==> src/rtl/fifo_read_gearbox_10to6.sv <==
// Read-domain gearbox that drains 10-bit FIFO words and emits 6-bit 64-QAM symbols.
// The bit buffer is MSB-first and left-aligned: the oldest bit sits at bit_buf[BUF_W-1].
module fifo_read_gearbox_10to6 #(
  parameter int unsigned BUF_W = 24,
  parameter int unsigned CNT_W = 16
) (
  input  logic             read_clk,
  input  logic             read_rst,
  input  logic             enable,
  input  logic             flush,
  input  logic             fifo_empty,
  input  logic [9:0]       fifo_data_out,
  output logic             fifo_read_enable,
  input  logic             sym_ready,
  output logic             sym_valid,
  output logic [5:0]       sym_data,
  output logic [4:0]       bit_count,
  output logic [CNT_W-1:0] words_read,
  output logic [CNT_W-1:0] syms_sent
);

  localparam int unsigned WORD_W = 10;
  localparam int unsigned SYM_W  = 6;
  // Wide enough for BUF_W plus the two words of look-ahead in the request test.
  localparam int unsigned CW     = 7;

  logic [BUF_W-1:0] bit_buf;
  logic [BUF_W-1:0] buf_shift;
  logic [BUF_W-1:0] buf_nxt;
  logic [BUF_W-1:0] word_ext;
  logic [CW-1:0]    cnt;
  logic [CW-1:0]    cnt_pop;
  logic [CW-1:0]    cnt_nxt;
  logic             pending;
  logic             drop;
  logic             pop;
  logic             push;

  // Next-state of the bit buffer and the read request, which looks ahead at this cycle's pop/push.
  always_comb begin
    pop       = sym_valid & sym_ready & ~flush;
    push      = pending & ~drop & ~flush;
    cnt_pop   = pop  ? (cnt - CW'(SYM_W))      : cnt;
    cnt_nxt   = push ? (cnt_pop + CW'(WORD_W)) : cnt_pop;
    fifo_read_enable = ~read_rst & enable & ~flush & ~fifo_empty &
                       ((cnt_nxt + CW'(WORD_W)) <= CW'(BUF_W));
    buf_shift = pop ? (bit_buf << SYM_W) : bit_buf;
    word_ext  = {fifo_data_out, {(BUF_W-WORD_W){1'b0}}};
    // Bits below cnt are kept zero, so an OR appends the word behind the survivors.
    buf_nxt   = push ? (buf_shift | (word_ext >> cnt_pop)) : buf_shift;
    if (flush) begin
      cnt_nxt = '0;
      buf_nxt = '0;
    end
  end

  always_ff @(posedge read_clk) begin
    if (read_rst) begin
      bit_buf    <= '0;
      cnt        <= '0;
      pending    <= 1'b0;
      drop       <= 1'b0;
      words_read <= '0;
      syms_sent  <= '0;
      sym_valid  <= 1'b0;
      sym_data   <= '0;
    end else begin
      bit_buf    <= buf_nxt;
      cnt        <= cnt_nxt;
      pending    <= fifo_read_enable;
      drop       <= flush & pending;
      if (push) words_read <= words_read + CNT_W'(1);
      if (pop)  syms_sent  <= syms_sent + CNT_W'(1);
      // Symbol outputs are registered from the next buffer state so they depend on no input.
      sym_valid  <= (cnt_nxt >= CW'(SYM_W));
      sym_data   <= (cnt_nxt >= CW'(SYM_W)) ? buf_nxt[BUF_W-1 -: SYM_W] : '0;
    end
  end

  assign bit_count = 5'(cnt);

endmodule

==> config.mk <==
export PLATFORM = sky130hd
export DESIGN_NAME = fifo_read_gearbox_10to6
export DESIGN_NICKNAME = d
export VERILOG_FILES = /design/src/rtl/fifo_read_gearbox_10to6.sv
export SDC_FILE = /design/constraint.sdc
export NUM_CORES = 1
export LEC_CHECK = 0
export CAP_MARGIN = 20
export CELL_PAD_IN_SITES_DETAIL_PLACEMENT = 1
export CELL_PAD_IN_SITES_GLOBAL_PLACEMENT = 2
export CORE_UTILIZATION = 33
export CTS_BUF_LIST = sky130_fd_sc_hd__clkbuf_16
export DETAILED_ROUTE_END_ITERATION = 10
export MAX_ROUTING_LAYER = met4
export PLACE_DENSITY = 0.84
export RECOVER_POWER = 50
export SLEW_MARGIN = 30
export SYNTH_ARGS = -nofsm -noshare
export SYNTH_HDL_FRONTEND = slang
export SYNTH_SLANG_ARGS = --single-unit
==> constraint.sdc <==
create_clock -name read_clk -period 4.4 [get_ports read_clk]
set_clock_uncertainty 0.15 [all_clocks]
set_input_delay 0.88 -clock read_clk [delete_from_list [all_inputs] [get_ports read_clk]]
set_output_delay 0.88 -clock read_clk [all_outputs]
set_load 0.005 [all_outputs]
==> results.json <==
{
  "rows": 40,
  "relSlewSlack_pct": -1.77,
  "postLayoutSetupSlackWorst_ns": 0.191,
  "nFillCells": 1474,
  "routed_wl_um": 12300,
  "cts_sinks": 72,
  "layout_common_cells": "77 x nand2_1, 71 x dfxtp_1, 57 x nor2_1",
  "rsz0062_at_grt": "false",
  "swShare_pct": 23.9,
  "regToRegEndpoint": "sym_data[2]$_SDFF_PP0_",
  "post_drt_wl_per_cell_um": 16.5,
  "antenna_cells": 0,
  "final_common_cell": "nand2_1",
  "ys_async_sr_fraction_pct": 0,
  "synth_warnings": 0,
  "cts_buffer_depth": 2,
  "initial_utilization_pct": 34.2,
  "clk_pin_slew_worst_paths_ns": 0.06,
  "hold_viol": 0,
  "violations": "capacitance limit, slew limit",
  "internal-power_mw": 1.14,
  "endpoint_kind": "output port",
  "ant_nets": 0,
  "syn_inst": 491,
  "fp.dieW_um": 114,
  "route.detailed.drc": 0,
  "nets": 592,
  "start_kind": "primary input",
  "h-tree-depth": 3,
  "drive_gt1_share_pct": 17.0,
  "area_delta_synth_final_pct": 32.5,
  "place.gp.congestion": 0.826,
  "slowest_delay_ns": 0.29,
  "synth_seq_cells": 72,
  "rr_startpoint": "sym_valid$_SDFF_PP0_",
  "report.final.setup_viol": 0,
  "cp.arrival_ns": 3.18,
  "min_period_over_period_pct": 95.7,
  "required_ns": 3.37,
  "pre_cts_ws_ns": -0.567,
  "p_seq_share_pct": 43.7,
  "path_cells": "dlygate4sd2_1 > and3b_2 > mux2i_4 > inv_2 > ha_4 > nor2_2 > a21oi_2 > ha_4 > o31ai_4 > o21ai_1 > a211oi_1 > buf_2",
  "grt_max_degree": 35,
  "holdCritPathClass": "reg -> reg",
  "maxSlewViolCount": 34,
  "utilization_pct": 45.2,
  "cts-root-buf": "clkbuf_16",
  "overflow": 0,
  "first_pass_iters": 4,
  "crit_path_frequent_cell": "ha_4",
  "combPwrFrac_pct": 6.4,
  "syn_avg_cell_area_um2": 8.42,
  "finalInstanceArea_um2": 5480,
  "grt_pass1_vias": 4019,
  "min_to": "drop$_SDFF_PP0_",
  "r2r_setup_slack_ns": 1.23,
  "cts_tree": "done",
  "worstRegToRegCells": 10,
  "insertion_delay_ns": 0.35,
  "power.switching_mw": 0.358,
  "maxCapViolCount": 1,
  "ioPinCount": 61,
  "path_class": "in -> out",
  "cts-buffers-inserted": 9,
  "slowest_stage": "and3b_2",
  "io_buffers": 60,
  "min_from": "pending$_SDFF_PP0_",
  "grt_pass1_wl_um": 20100,
  "max_freq_mhz": 238,
  "dp.final_hpwl_um": 9040,
  "coreArea_um2": 12100,
  "via_count": 3873,
  "pwr_density_cell_nw_per_um2": 274,
  "hold_depth": 2,
  "period_needed_ns": 4.21,
  "synth_cell_types": 63,
  "gr-usage-all-layers_pct": 20.6,
  "irDropWorstVdd_uv": 240,
  "die-area_um2": 13000,
  "synth-edff-count": 0,
  "crit_path_max_fanout": 3,
  "syn_nets": 512,
  "power_leakage_nw": 2.07,
  "synthFlopType": "dfxtp_1",
  "status": "complete, but fails checks",
  "fin_tns_setup_ns": 0,
  "viasPerCell": 5.21,
  "die_y_um": 114,
  "antenna_found_initial": 0,
  "dr.first_iter.drc_count": 131,
  "clock_power_share_pct": 49.8,
  "synth_area_um2": 4140,
  "worstMarginPinSlew_ns": 1.53,
  "place_area_um2": 5040,
  "ys_seq_area_share_pct": 34.8
}
## Yosys cell counts, types with 9 or more instances
cell | instances | area, um2
xor2_1 | 20 | 175
and3_1 | 10 | 62.6
nand3_1 | 16 | 80.1
nand2_1 | 77 | 289
a211oi_1 | 9 | 67.6
a21oi_1 | 30 | 150
dfxtp_1 | 72 | 1440
nor2_1 | 59 | 221
xnor2_1 | 17 | 149
buf_2 | 9 | 45.0
mux2i_1 | 19 | 190
clkbuf_1 | 13 | 48.8
## final cells by class
type                       instances  area, um2  area share (%)
timing repair buffer             103        925            16.9
multi-input combinational        379       2570            47.0
inverter                           6       22.5           0.411
sequential                        72       1440            26.3
tap                              168        210            3.84
clock inverter                     7       80.1            1.46
clock buffer                       9        225            4.11
## timing repair
action | CTS | global route
endpoints found under the setup margin | 1 | 1
buffers inserted | 1 | 4
gates resized for setup | 18 | 9
hold buffers | 0 | 0
gates cloned | 0 | 0
pin swaps | 4 | 8
## logic make-up after synthesis
group | share of synthesized area, %
and+or+nand+nor | 24.9
adders and majority gates | 1.51
DFF | 34.8
xor gates and xnor gates | 9.29
AOI/OAI and AO/OA | 15.4
buffers and inverters | 5.57
muxes | 8.50
## layer usage
layer	up-vias	share of wire [%]	global-route usage, %
met5	-	0	-
met1	1896	44	23.2
met3	16	2.8	3.83
met4	0	1.9	7.71
li1	1891	-	-
met2	70	51	36.2
## sequential cells by signal (all words and copies together) (netlist names)
register	flops
bit_buf	24
syms_sent	16
words_read	16
cnt	7
sym_data	6
drop	1
pending	1
sym_valid	1
## critical path, delay by kind of cell
| family | cells | cell delay [ns] |
|---|---|---|
| buf+inv | 3 | 0.50 |
| fa+ha+maj | 2 | 0.51 |
| compound gates | 4 | 0.69 |
| simple gates | 2 | 0.33 |
| mux | 1 | 0.27 |
## worst max path at each step
stage / startpoint / endpoint / slack (ns) / cells past startpoint
after floorplan: flush / fifo_read_enable / 0.31 / 14
after global placement: flush / fifo_read_enable / -0.48 / 13
after detailed placement: sym_ready / fifo_read_enable / -0.57 / 14
after CTS: sym_ready / fifo_read_enable / 0.004 / 11
after global routing: flush / fifo_read_enable / 0.08 / 12
final: flush / fifo_read_enable / 0.19 / 12
## stage by stage
| stage | hold slack, ns | power (mW) | cells |
|---|---|---|---|
| finish | 0.313 | 1.50 | 744 |
| global route | 0.341 | 1.56 | 744 |
| CTS | 0.317 | 1.52 | 740 |
| detailed placement | 0.308 | 0.763 | 723 |
| global placement | 0.291 | 0.762 | 723 |
| floorplan | 0.282 | 0.723 | 491 |
## power by group through the flow
stage | Sequential, mW | Combinational, mW | Clock, mW
finish | 0.655 | 0.0965 | 0.747
global route | 0.655 | 0.105 | 0.799
CTS | 0.655 | 0.0962 | 0.769
detailed placement | 0.670 | 0.0937 | 0
global placement | 0.670 | 0.0922 | 0
floorplan | 0.669 | 0.0537 | 0
No activity file was read; power rests on OpenSTA's default activity.
